<file path="config.mk">
export PLATFORM = sky130hd
export DESIGN_NAME = rom_port_arbiter
export DESIGN_NICKNAME = d
export VERILOG_FILES = /design/src/rtl/snes_mem_pkg.sv /design/src/rtl/rom_port_arbiter.sv
export SDC_FILE = /design/constraint.sdc
export NUM_CORES = 1
export LEC_CHECK = 0
export BUFFER_PORTS_ARGS = -buffer_cell sky130_fd_sc_hd__buf_2
export CAP_MARGIN = 20
export CORE_UTILIZATION = 46
export DETAILED_ROUTE_END_ITERATION = 8
export GPL_TIMING_DRIVEN = 0
export MAX_ROUTING_LAYER = met4
export PLACE_DENSITY = 0.83
export SYNTH_ARGS = -nofsm -noshare
export SYNTH_HDL_FRONTEND = slang
export SYNTH_SLANG_ARGS = --single-unit
</file>
<file path="constraint.sdc">
create_clock -name mclk -period 2 [get_ports mclk]
set_clock_uncertainty 0.15 [all_clocks]
set_input_delay 0.1 -clock mclk [delete_from_list [all_inputs] [get_ports mclk]]
set_output_delay 0.1 -clock mclk [all_outputs]
set_load 0.05 [all_outputs]
</file>
<file path="src/rtl/snes_mem_pkg.sv">
// snes_mem_pkg: shared types and constants for the cartridge ROM port arbiter
package snes_mem_pkg;

    typedef enum logic [1:0] {
        IDLE,
        ACCESS,
        DONE
    } arb_state_t;

    localparam logic OWNER_CPU = 1'b0;
    localparam logic OWNER_COP = 1'b1;

    localparam int DEF_RD_LAT = 3;

endpackage

</file>
<file path="src/rtl/rom_port_arbiter.sv">
// rom_port_arbiter: serialises CPU and coprocessor reads onto the single ROM port, CPU first
module rom_port_arbiter
    import snes_mem_pkg::*;
#(
    parameter int AW     = 24,
    parameter int RD_LAT = DEF_RD_LAT
) (
    input  logic          mclk,
    input  logic          rst_n,
    input  logic          cpu_req,
    input  logic [AW-1:0] cpu_addr,
    input  logic          cpu_word,
    output logic          cpu_ack,
    output logic [15:0]   cpu_q,
    input  logic          cop_req,
    input  logic [AW-1:0] cop_addr,
    input  logic          cop_word,
    output logic          cop_ack,
    output logic [15:0]   cop_q,
    output logic [AW-1:0] rom_addr,
    output logic          rom_ce_n,
    output logic          rom_oe_n,
    output logic          rom_word,
    input  logic [15:0]   rom_q,
    output logic          busy,
    output logic          grant_cop
);

    arb_state_t    state_q;
    logic [2:0]    cnt_q;
    logic          owner_q;
    logic          ce_n_q;
    logic [AW-1:0] rom_addr_q;
    logic          rom_word_q;
    logic          cpu_ack_q;
    logic          cop_ack_q;
    logic [15:0]   cpu_q_q;
    logic [15:0]   cop_q_q;

    // Grant in IDLE, hold the ROM enabled for RD_LAT cycles, capture on the last one, ack in DONE
    always_ff @(posedge mclk or negedge rst_n) begin
        if (!rst_n) begin
            state_q    <= IDLE;
            cnt_q      <= 3'd0;
            owner_q    <= OWNER_CPU;
            ce_n_q     <= 1'b1;
            rom_addr_q <= '0;
            rom_word_q <= 1'b0;
            cpu_ack_q  <= 1'b0;
            cop_ack_q  <= 1'b0;
            cpu_q_q    <= 16'h0000;
            cop_q_q    <= 16'h0000;
        end else begin
            case (state_q)
                IDLE: begin
                    if (cpu_req || cop_req) begin
                        state_q    <= ACCESS;
                        owner_q    <= cpu_req ? OWNER_CPU : OWNER_COP;
                        rom_addr_q <= cpu_req ? cpu_addr : cop_addr;
                        rom_word_q <= cpu_req ? cpu_word : cop_word;
                        ce_n_q     <= 1'b0;
                        cnt_q      <= 3'(RD_LAT - 1);
                    end
                end
                ACCESS: begin
                    if (cnt_q == 3'd0) begin
                        state_q <= DONE;
                        ce_n_q  <= 1'b1;
                        if (owner_q == OWNER_COP) begin
                            cop_q_q   <= rom_q;
                            cop_ack_q <= 1'b1;
                        end else begin
                            cpu_q_q   <= rom_q;
                            cpu_ack_q <= 1'b1;
                        end
                    end else begin
                        cnt_q <= cnt_q - 3'd1;
                    end
                end
                default: begin
                    state_q   <= IDLE;
                    cpu_ack_q <= 1'b0;
                    cop_ack_q <= 1'b0;
                end
            endcase
        end
    end

    assign cpu_ack   = cpu_ack_q;
    assign cpu_q     = cpu_q_q;
    assign cop_ack   = cop_ack_q;
    assign cop_q     = cop_q_q;
    assign rom_addr  = rom_addr_q;
    assign rom_ce_n  = ce_n_q;
    assign rom_oe_n  = ce_n_q;
    assign rom_word  = rom_word_q;
    assign busy      = (state_q != IDLE);
    assign grant_cop = owner_q;

endmodule

</file>
Word-level counts from Yosys, hierarchy flattened:

Index checks and enable logic that the tools add are counted.

* mux-type cells: 18
* $add $sub $neg: 1
* equal/unequal tests: 6
* bitwise logic cells: 2
* reductions and logical operators: 13

Operator list (number)
* 24-bit two-way mux: 1
* 3-bit AND reduction: 6
* 2-bit inequality test, second input constant: 5
* 1-bit two-way mux: 8
* 3-bit two-way mux: 2
* 1-bit case mux with 2 select lines: 3
* 3-bit case mux with 2 select lines: 1
* 2-bit two-way mux: 2
* 2-bit case mux with 2 select lines: 1
* 2-bit AND reduction: 2
* 2-bit nonzero test: 2
* 3-bit logical NOT: 1
* 3-bit by 1-bit subtractor with 3-bit output, second input constant: 1
* 2-bit by 1-bit equality test with 1-bit output, second input constant: 1
* 2-bit logical NOT: 1
* 1-bit inverter: 2
* 1-bit logical OR: 1

* bits of input ports: 70
* flip-flop bits (word level): 66
* output and inout port bits: 63
* logic and storage cells: 50

Depth between registers and ports, before layout:

Gate-level depths: netlist of run 1.

* depth in word-level cells: 3
* depth in mapped cells: 7
* gate-level depth less buffers: 5

Worst setup path after synthesis of run 1:

Ideal clock, no wire load.

* kind: reg2reg
* start point: register cnt_q[0]
* end point: register cpu_q_q[0] (netlist: cpu_q[0])
* path slack: 0.167 ns
* arrival: 1.558 ns
* buffers on the path: 2
* setup time: 0.125 ns
* clock period less this slack: 1.833 ns
* stages on the path, launching flop included: 8
* data required time: 1.725 ns
* path through: dfrtp_1 -> inv_1 -> ha_1 -> and4bb_4 -> and2_1 -> buf_6 -> buf_6 -> mux2_4

* word-level cells in the longest chain between the ends: 2

RTL lines
* start, declared: line rom_port_arbiter.sv:30 `logic [2:0] cnt_q;`
* start signal, assigned: line rom_port_arbiter.sv:62 `cnt_q <= 3'(RD_LAT - 1);`
* start signal, assigned: line rom_port_arbiter.sv:77 `cnt_q <= cnt_q - 3'd1;`
* 3-bit logical NOT: line rom_port_arbiter.sv:66 `if (cnt_q == 3'd0) begin`
* 3-bit AND reduction (no source line)
* end signal, assigned: line rom_port_arbiter.sv:73 `cpu_q_q <= rom_q;`
* end, declared: line rom_port_arbiter.sv:37 `logic [15:0] cpu_q_q;`

No other way between the ends.
A chain may end at the register's enable or synchronous reset.

Worst setup path in the final report of run 1:

* start point: register cnt_q[1]
* end point: register cpu_q_q[1] (netlist: cpu_q[1])

Same word-level chain as after synthesis.

==> results of run 1 <==
[Yosys cell counts (all sizes together)]
master    n  area [um2]
o22ai     1        6.26
buf       8        53.8
a21o      1        7.51
dfstp     1        26.3
o211ai    1        7.51
clkbuf    5        18.8
dfrtp    65        1630
mux2     32         398
nand2b    1        6.26
and2      1        6.26
ha        2        25.0
a21oi     2        10.0
mux2i    26         260
nand2     1        6.26
nor2b     1        6.26
and4bb    1        16.3
nor2      6        22.5
o21ai    53         265
inv       4        15.0
a31oi     2        12.5
a2bb2oi   1        8.76
or3       1        6.26
[layout by cell type, fill, tap and decap left out, drive strengths merged, types with 4 or more instances in the layout]
cell type,count
buf,139
clkbuf,18
dfrtp,65
mux2i,26
dlygate4sd3,68
nor2,6
mux2,32
o21ai,53
inv,4
[state kept, by name, indices dropped and copies added (netlist names)]
name,cells
rom_addr,24
cop_q,16
cpu_q,16
cnt_q,3
state_q,2
cop_ack,1
cpu_ack,1
grant_cop,1
rom_ce_n,1
rom_word,1
[through the flow]
stage / worst slack [ps] / util (%) / instance area (um2) / hold slack (ps)
2_1_floorplan: 167 / - / 2810 / -346
3_3_place_gp: 55.5 / 60.1 / 3560 / 196
3_5_place_dp: 29.5 / 60.2 / 3560 / 99.9
4_1_cts: 17.1 / 75.1 / 4450 / 269
5_1_grt: 4.26 / 75.4 / 4460 / 300
6_report: 92.1 / 75.4 / 4460 / 255
[repair_timing]
action                                  in CTS  in global routing
setup buffers                                0                  0
endpoints found under the hold margin      123                  0
resized for setup                            0                  7
hold buffers                                68                  0
endpoints found under the setup margin       0                 21
[cell families after synthesis]
kind of cell,count (synthesis)
AO/OA/AOI/OAI,61
AND/OR/NAND/NOR,12
buffers and inverters,17
flip-flops,66
multiplexers,58
adder cells (fa/ha/maj),2
[cell type report]
class | instances | area (um2) | area share (%)
Sequential cell | 66 | 1650 | 37.0
Timing Repair Buffer | 199 | 1340 | 30.0
Clock inverter | 2 | 35.0 | 0.785
Multi-Input combinational cell | 133 | 1080 | 24.1
Inverter | 4 | 15.0 | 0.336
Buffer | 13 | 82.6 | 1.85
Clock buffer | 13 | 169 | 3.78
Tap cell | 75 | 93.8 | 2.10
[power breakdown]
part,switching (W),leakage (nW),internal (W),total (W)
clock network,0.000465,0.106,0.000670,0.00113
logic,0.00324,1.31,0.00129,0.00454
registers,0.000367,0.790,0.00201,0.00238
total,0.00408,2.21,0.00398,0.00805
[worst max-delay path by stage]
stage	startpoint	to	slack, ps	depth (start not counted)
2_1_floorplan	cnt_q[0]	cpu_q[0]	170	7
3_3_place_gp	cnt_q[0]	cpu_q[1]	60	7
3_5_place_dp	cnt_q[0]	cpu_q[1]	30	7
4_1_cts	cnt_q[0]	cpu_q[1]	20	7
5_1_grt	cnt_q[0]	cop_q[12]	4	6
6_report	cnt_q[1]	cpu_q[1]	90	7
[critical path: stages (launching register included)]
cell      delay (ps)
dfrtp_1          380
inv_1             80
ha_2             190
and4bb_4         260
and2_4           150
buf_6            130
buf_12           150
mux2_4           310
[metal layers]
metal	up-vias	GRT usage [%]	wire length [um]
li1	1195	-	-
met1	1240	30.1	3260
met2	118	47.0	4070
met3	6	4.32	516
met4	0	10.7	67
met5	-	-	0
==> results.py, run 1 <==
metrics = {
    "layout": {
        "fillcell_total": 377,
        "post_layout_cell_count": 505,
        "synthToLayoutAreaGrowth_pct": 58.7,
        "design.final.nets": 498,
        "drive_gt1_share_pct": 44.7,
        "n_antenna_cell": 0,
    },
    "critical_path": {
        "setup.reg_to_reg.worst_slack_ps": 90,
        "setup.worst_path.end_class": "flop",
        "timing.critical_path.arrival_ps": 1970,
        "worstReg2RegEnd": "cpu_q[1]",
        "worstPathMaxFanout": 10,
        "critPathKind": "reg -> reg",
        "worstSetupStartpointType": "flop",
        "required_ps": 2060,
        "reg2reg_depth": 7,
        "r2r-start": "cnt_q[1]",
    },
    "floorplanning": {
        "coreArea_um2": 5920,
        "die_w_um": 80.2,
        "ios": 133,
        "initial_core_utilization_pct": 47.5,
        "std_cell_rows": 28,
        "y_dimension_of_the_die_um": 80.2,
        "fp.dieArea_um2": 6430,
    },
    "pwr": {
        "power-per-cell-area_nw_per_um2": 1800,
        "total_power_after_layout_w": 0.00805,
        "leakage_power_nw": 2.21,
        "vdd_drop_max_uv": 1350,
    },
    "sta": {
        "layout_min_cycle_time_ps": 1910,
        "max_slew_margin_pct": 45.1,
        "setup-tns-final_ps": 0,
        "finalSetupViolCount": 0,
        "unrepaired_setup_endpoints_after_global_routing": "no",
        "tightestPinTransition_ps": 823,
        "layout_worst_path_cycle_share_pct": 95.4,
        "drv_slew": 0,
        "hold_violations": 0,
        "fmax_ghz": 0.524,
    },
    "logic_synthesis": {
        "synthMuxAreaShare_pct": 23.4,
        "synth.cell_area_um2": 2810,
        "synth_fp_nets": 288,
        "yosysSeqAreaShare_pct": 58.8,
        "synth.yosys.warnings": 0,
        "compound_gate_portion_of_the_synthesized_area_pct": 11.3,
        "synth.lib_cells_used.distinct": 28,
        "synth_seq_cells": 66,
        "synthCells": 216,
        "avgSynthCellArea_um2": 13.0,
        "synthSimpleGateAreaFrac_pct": 2.49,
        "synth_top_family_by_area": "multiplexers",
        "synth_xor_xnor_area_share_pct": 0,
        "synth-adder-area-share_pct": 0.890,
    },
    "placed_design": {
        "placed_cells": 422,
        "dp_hpwl_mm": 4.49,
        "place_congestion": 0.753,
        "placement.io_buffers": 131,
    },
    "cts": {
        "cts.reportedPaths.clkPinSlew_ps": 70,
        "clock_tree.htree_level_count": 3,
        "clkLatencyLatePin_ps": 330,
        "clock-sinks": 66,
        "cts.path.max_buffers": 2,
        "cts_tree": "done",
        "cts_made_buffers": 9,
        "clk_root_buffer_cell": "clkbuf_8",
    },
    "drt": {
        "drcViolationCount": 0,
        "avgViaCountPerCell": 5.07,
        "ant_nets": 0,
        "first_pass_iters": 4,
        "dr_total_vias": 2559,
        "routed_wl_mm": 7.91,
        "route.detailed.wl_per_inst_um": 15.7,
        "drt_first_iter_violations": 64,
    },
    "global_route": {
        "grt_max_degree": 67,
        "grt_antenna_before_repair": 0,
        "grt-ovfl-total": 0,
        "grt_first_pass_wirelength_mm": 12.4,
        "grt_usage_pct": 26.6,
        "first_global_vias": 2622,
    },
    "outcome": {
        "outcome": "complete, no violations",
    },
    "min_path": {
        "hold_path_class": "in -> async",
    },
    "flow_run": {
        "cap_violations": 0,
    },
}
No activity file was read; power rests on OpenSTA's default activity.
==> inputs of run 2 (changes only) <==
--- a/config.mk
+++ b/config.mk
@@ -8,6 +8,7 @@
 export BUFFER_PORTS_ARGS = -buffer_cell sky130_fd_sc_hd__buf_2
 export CAP_MARGIN = 20
 export CORE_UTILIZATION = 46
+export CTS_BUF_LIST = sky130_fd_sc_hd__clkbuf_16
 export DETAILED_ROUTE_END_ITERATION = 8
 export GPL_TIMING_DRIVEN = 0
 export MAX_ROUTING_LAYER = met4
==> results.py, run 2 (synthesis gave the netlist of run 1 again) <==
metrics = {
    "cts": {
        "clk_root_buffer_cell": "clkbuf_16",
        "cts_setup_buffers": 0,
        "cts_tree": "done",
        "clock_tree.htree_level_count": 3,
        "clock-sinks": 66,
        "clkLatencyLatePin_ps": 320,
        "cts_made_buffers": 9,
        "cts.reportedPaths.clkPinSlew_ps": 50,
        "cts.path.max_buffers": 2,
    },
    "placed_design": {
        "place_congestion": 0.753,
        "dpl-instance-area_um2": 3560,
        "placement.io_buffers": 131,
        "dp_hpwl_mm": 4.49,
    },
    "pwr": {
        "power.clock.fraction_pct": 17.2,
        "internal-power_w": 0.00424,
        "vdd_drop_max_uv": 1410,
        "p_sw_w": 0.00411,
        "power-per-cell-area_nw_per_um2": 1840,
        "comb_power_share_pct": 54.2,
        "switching_share_pct": 49.2,
        "seq_power_share_pct": 28.6,
        "leakage_power_nw": 2.24,
    },
    "floorplanning": {
        "coreArea_um2": 5920,
        "y_dimension_of_the_die_um": 80.2,
        "std_cell_rows": 28,
        "die_w_um": 80.2,
        "fp.dieArea_um2": 6430,
        "ios": 133,
        "initial_core_utilization_pct": 47.5,
    },
    "drt": {
        "dr_total_vias": 2568,
        "route.detailed.wl_per_inst_um": 15.5,
        "avgViaCountPerCell": 5.09,
        "first_pass_iters": 4,
        "ant_nets": 0,
        "routed_wl_mm": 7.81,
        "drcViolationCount": 0,
        "drt_first_iter_violations": 101,
    },
    "layout": {
        "most_frequent_standard_cell_in_the_layout_excluding_fill_and_tap_cells": "buf_2",
        "design.final.nets": 498,
        "n_antenna_cell": 0,
        "largest_register_ff_count": 24,
        "final_cell_mix": "buf_2 (134), dlygate4sd3_1 (68), dfrtp_1 (65), o21ai_0 (51), mux2i_1 (26)",
        "fillcell_total": 367,
        "post_layout_inst_area_um2": 4530,
        "seqCellArea_um2": 1650,
        "multi_input_logic_area_um2": 1070,
        "post-route-util_pct": 76.5,
        "drive_gt1_share_pct": 43.7,
        "synthToLayoutAreaGrowth_pct": 61.2,
    },
    "sta": {
        "max_slew_margin_pct": 46.1,
        "finalSetupViolCount": 0,
        "unrepaired_setup_endpoints_after_global_routing": "no",
        "tightestPinTransition_ps": 809,
        "fmax_ghz": 0.522,
        "layout_min_cycle_time_ps": 1920,
        "layout_worst_path_cycle_share_pct": 95.8,
        "setup-tns-final_ps": 0,
        "hold_violations": 0,
        "drv_slew": 0,
    },
    "global_route": {
        "grt_antenna_before_repair": 0,
        "grt_usage_pct": 26.1,
        "grt_first_pass_wirelength_mm": 12.0,
        "grt-ovfl-total": 0,
        "grt_max_degree": 67,
        "first_global_vias": 2643,
    },
    "critical_path": {
        "cp.depth": 7,
        "cp_cell_instances": "inv_1 -> ha_2 -> and4bb_4 -> and2_1 -> buf_6 -> buf_12 -> mux2_4",
        "reg2reg_depth": 7,
        "critPathKind": "reg -> reg",
        "timing.critical_path.arrival_ps": 1960,
        "crit_path_max_incr_delay_ps": 370,
        "cp_num_buf_inv": 3,
        "setup.worst_path.end_class": "flop",
        "required_ps": 2050,
        "worstSetupStartpointType": "flop",
        "path_delay_family": "simple AND/OR/NAND/NOR gates",
        "critPathSlowestCell": "dfrtp_1",
        "worstPathMaxFanout": 10,
    },
    "flow_run": {
        "cap_violations": 0,
    },
    "outcome": {
        "outcome": "complete, no violations",
    },
    "min_path": {
        "hold_path_class": "in -> async",
    },
}
[run 2: cell count changes in the layout (fill, tap and decap cells not counted), sizes merged]
cell    before  now
clkinv       1    4
inv          4    5
clkbuf      18   14
[run 2: per-stage QoR]
| stage | setup slack [ps] | hold slack [ps] | instances | total power (W) |
|---|---|---|---|---|
| 2_1_floorplan | 167 | -346 | 216 | 0.00569 |
| 3_3_place_gp | 55.5 | 196 | 422 | 0.00664 |
| 3_5_place_dp | 29.5 | 99.9 | 422 | 0.00674 |
| 4_1_cts | 17.6 | 289 | 505 | 0.00834 |
| 5_1_grt | 3.51 | 316 | 505 | 0.00879 |
| 6_report | 84.6 | 271 | 505 | 0.00835 |
[run 2: layout make-up]
cell class / instances / share of cell area, %
inverter: 4 / 0.331
clock inverter: 6 / 1.10
sequential: 66 / 36.5
timing repair buffer: 199 / 29.5
tap: 75 / 2.07
clock buffer: 9 / 4.97
buffer: 13 / 1.82
multi-input combinational: 133 / 23.7
[run 2: final timing paths]
path / end / slack [ps] / from
max: cpu_q[13] / 80 / cnt_q[1]
min: cop_q[15] / 270 / rst_n
max reg2reg: cpu_q[13] / 80 / cnt_q[1]
min reg2reg: cop_ack / 350 / state_q[1]
max in group asynchronous: rom_addr[1] / 910 / rst_n
min in group mclk: grant_cop / 280 / cpu_req
[run 2: repair_timing]
item                                   in CTS  in global routing
endpoints found under the hold margin     123                  0
setup endpoints to repair                   0                 21
hold buffers                               68                  0
resized for setup                           0                  6
[run 2: layer usage]
metal	vias to the layer above	GRT usage, %	part of all wire (%)
li1	1198	-	-
met1	1225	28.7	41
met2	128	45.5	50
met3	17	4.55	6.7
met4	0	13.0	2.3
met5	-	-	0
[run 2: power groups by stage]
stage / registers (W) / clock network [W] / logic (W)
after floorplan: 0.00452 / 0 / 0.00118
after global placement: 0.00233 / 0 / 0.00430
after detailed placement: 0.00236 / 0 / 0.00437
after CTS: 0.00236 / 0.00147 / 0.00450
after global routing: 0.00247 / 0.00154 / 0.00479
final: 0.00239 / 0.00144 / 0.00453
[run 2: worst reg2reg max path: stages, from the launching register on]
cell and delay, ps:
dfrtp_1 370, inv_1 80, ha_2 190, and4bb_4 260, and2_1 150, buf_6 140, buf_12 160, mux2_4 310
==> inputs of run 3 (changes only) <==
--- a/config.mk
+++ b/config.mk
@@ -5,14 +5,16 @@
 export SDC_FILE = /design/constraint.sdc
 export NUM_CORES = 1
 export LEC_CHECK = 0
-export BUFFER_PORTS_ARGS = -buffer_cell sky130_fd_sc_hd__buf_2
+export BUFFER_PORTS_ARGS = -buffer_cell sky130_fd_sc_hd__buf_4
 export CAP_MARGIN = 20
 export CORE_UTILIZATION = 46
 export CTS_BUF_LIST = sky130_fd_sc_hd__clkbuf_16
+export CTS_CLUSTER_DIAMETER = 30
 export DETAILED_ROUTE_END_ITERATION = 8
 export GPL_TIMING_DRIVEN = 0
 export MAX_ROUTING_LAYER = met4
 export PLACE_DENSITY = 0.83
+export SETUP_SLACK_MARGIN = 0.5
 export SYNTH_ARGS = -nofsm -noshare
 export SYNTH_HDL_FRONTEND = slang
 export SYNTH_SLANG_ARGS = --single-unit
==> results.py, run 3 (synthesis gave the netlist of run 1 again) <==
metrics = {
    "cts": {
        "clkLatencyLatePin_ps": 320,
        "clk_root_buffer_cell": "clkbuf_16",
        "clock_tree.htree_level_count": 3,
        "clock-sinks": 66,
        "cts.reportedPaths.clkPinSlew_ps": 50,
        "cts.path.max_buffers": 2,
        "cts_made_buffers": 9,
        "cts_tree": "done",
    },
    "global_route": {
        "grt_first_pass_wirelength_mm": 14.2,
        "grt_usage_pct": 30.8,
        "grt_antenna_before_repair": 0,
        "first_global_vias": 2852,
        "grt_max_degree": 67,
        "grt-ovfl-total": 0,
    },
    "layout": {
        "largest_register_ff_count": 24,
        "design.final.nets": 525,
        "n_antenna_cell": 0,
        "most_frequent_standard_cell_in_the_layout_excluding_fill_and_tap_cells": "buf_4",
        "final_cell_mix": "buf_4 (141), dlygate4sd3_1 (65), dfrtp_1 (64), mux2i_1 (26), o21ai_0 (21)",
        "synthToLayoutAreaGrowth_pct": 92.0,
        "drive_gt1_share_pct": 52.5,
        "fillcell_total": 238,
    },
    "floorplanning": {
        "fp.dieArea_um2": 6430,
        "std_cell_rows": 28,
        "initial_core_utilization_pct": 47.5,
        "die_w_um": 80.2,
        "y_dimension_of_the_die_um": 80.2,
        "ios": 133,
        "coreArea_um2": 5920,
    },
    "min_path": {
        "hold_path_class": "in -> reg",
        "min_path_cells": 3,
        "worstHoldEndpoint": "rom_addr[20]",
        "hold_path_startpoint": "cop_req",
    },
    "drt": {
        "avgViaCountPerCell": 5.29,
        "route.detailed.wl_per_inst_um": 18.8,
        "routed_wl_mm": 9.99,
        "drcViolationCount": 0,
        "first_pass_iters": 4,
        "ant_nets": 0,
        "drt_first_iter_violations": 72,
        "dr_total_vias": 2815,
    },
    "sta": {
        "unrepaired_setup_endpoints_after_global_routing": "yes",
        "hold_ws_ps": 63.8,
        "drv_slew": 0,
        "setup-tns-final_ps": 0,
        "hold_violations": 0,
        "layout_min_cycle_time_ps": 1820,
        "post-route-worst-setup-slack_ps": 177,
        "max_slew_margin_pct": 44.4,
        "finalSetupViolCount": 0,
        "fmax_ghz": 0.548,
        "tightestPinTransition_ps": 834,
        "layout_worst_path_cycle_share_pct": 91.2,
    },
    "placed_design": {
        "placement.io_buffers": 131,
        "post-place-ws_ps": 81.0,
        "dp_hpwl_mm": 4.78,
        "place_congestion": 0.743,
    },
    "flow_run": {
        "cap_violations": 0,
    },
    "critical_path": {
        "critPathKind": "reg -> reg",
        "worstPathMaxFanout": 6,
        "worst_path_most_repeated_cell": "buf_8",
        "required_ps": 2060,
        "reg2reg_depth": 7,
        "setup.reg_to_reg.worst_slack_ps": 180,
        "path_delay_family": "flip-flops",
        "cp_num_buf_inv": 3,
        "timing.critical_path.arrival_ps": 1880,
        "cp_cell_instances": "inv_2 -> ha_4 -> and4bb_4 -> and2_4 -> buf_8 -> buf_8 -> mux2_4",
        "worstSetupStartpointType": "flop",
        "r2r-start": "cnt_q[0]",
        "worstReg2RegEnd": "cpu_q[8]",
        "setup.worst_path.end_class": "flop",
        "cp.depth": 7,
        "crit_path_max_incr_delay_ps": 390,
        "critPathSlowestCell": "dfrtp_1",
    },
    "pwr": {
        "leakage_power_nw": 2.62,
        "vdd_drop_max_uv": 1520,
        "power-per-cell-area_nw_per_um2": 1860,
    },
    "outcome": {
        "outcome": "complete, no violations",
    },
}
==> run 3: cell count changes in the layout (fill, tap and decap cells not counted), moves of 12 or more <==
cell | before | now
o21ai_2 | 0 | 13
buf_6 | 1 | 13
o21ai_0 | 51 | 21
o21ai_1 | 2 | 18
buf_4 | 2 | 141
buf_2 | 134 | 3
==> run 3: worst max path at each step <==
stage | slack, ps | endpoint | startpoint
after floorplan | 190 | cpu_q[0] | cnt_q[1]
after global placement | 100 | cpu_q[15] | cnt_q[0]
after detailed placement | 80 | cpu_q[14] | cnt_q[0]
after CTS | 210 | cpu_q[7] | cnt_q[1]
after global routing | 130 | cpu_q[8] | cnt_q[0]
final | 180 | cpu_q[8] | cnt_q[0]
==> run 3: what timing repair did <==
item,4_1_cts,5_1_grt
gates cloned,2,4
setup endpoints to repair,55,59
hold endpoints to repair,123,0
setup buffers,13,8
pin swaps,3,10
resized for setup,30,79
hold buffers,68,0
==> run 3: tightest hold or removal path: cells and delay by family <==
kind / cells / cell delay [ps]
buffers and inverters: 1 / 140
AO/OA/AOI/OAI: 2 / 260
==> run 3: per-stage QoR <==
| stage | utilization [%] | power (W) | instance area, um2 | instances |
|---|---|---|---|---|
| floorplan | - | 0.00572 | 2830 | 216 |
| global placement | 66.0 | 0.00713 | 3910 | 422 |
| detailed placement | 66.0 | 0.00725 | 3910 | 422 |
| CTS | 86.8 | 0.00928 | 5140 | 520 |
| global route | 91.2 | 0.0104 | 5400 | 532 |
| finish | 91.2 | 0.0100 | 5400 | 532 |
==> run 3: where the power goes <==
group	internal, W	total, W	switching (W)
combinational	0.00239	0.00608	0.00369
sequential	0.00202	0.00249	0.000470
clock	0.000937	0.00148	0.000539
total	0.00535	0.0100	0.00470
==> run 3: cell type report <==
type / count / area (um2) / area share [%]
repair buffers: 225 / 1990 / 36.9
clock inverters: 6 / 50.0 / 0.927
multi-input cells: 134 / 1230 / 22.8
flip-flops and latches: 66 / 1650 / 30.6
plain buffers: 13 / 133 / 2.46
well taps: 75 / 93.8 / 1.74
clock buffers: 9 / 225 / 4.17
inverters: 4 / 17.5 / 0.324
==> run 3: per-layer routing <==
layer	vias up	wire length, um	track usage [%]
met1	1399	3900	35.7
met3	14	722	7.05
met4	0	137	10.4
li1	1257	-	-
met2	145	5240	52.8
met5	-	0	-
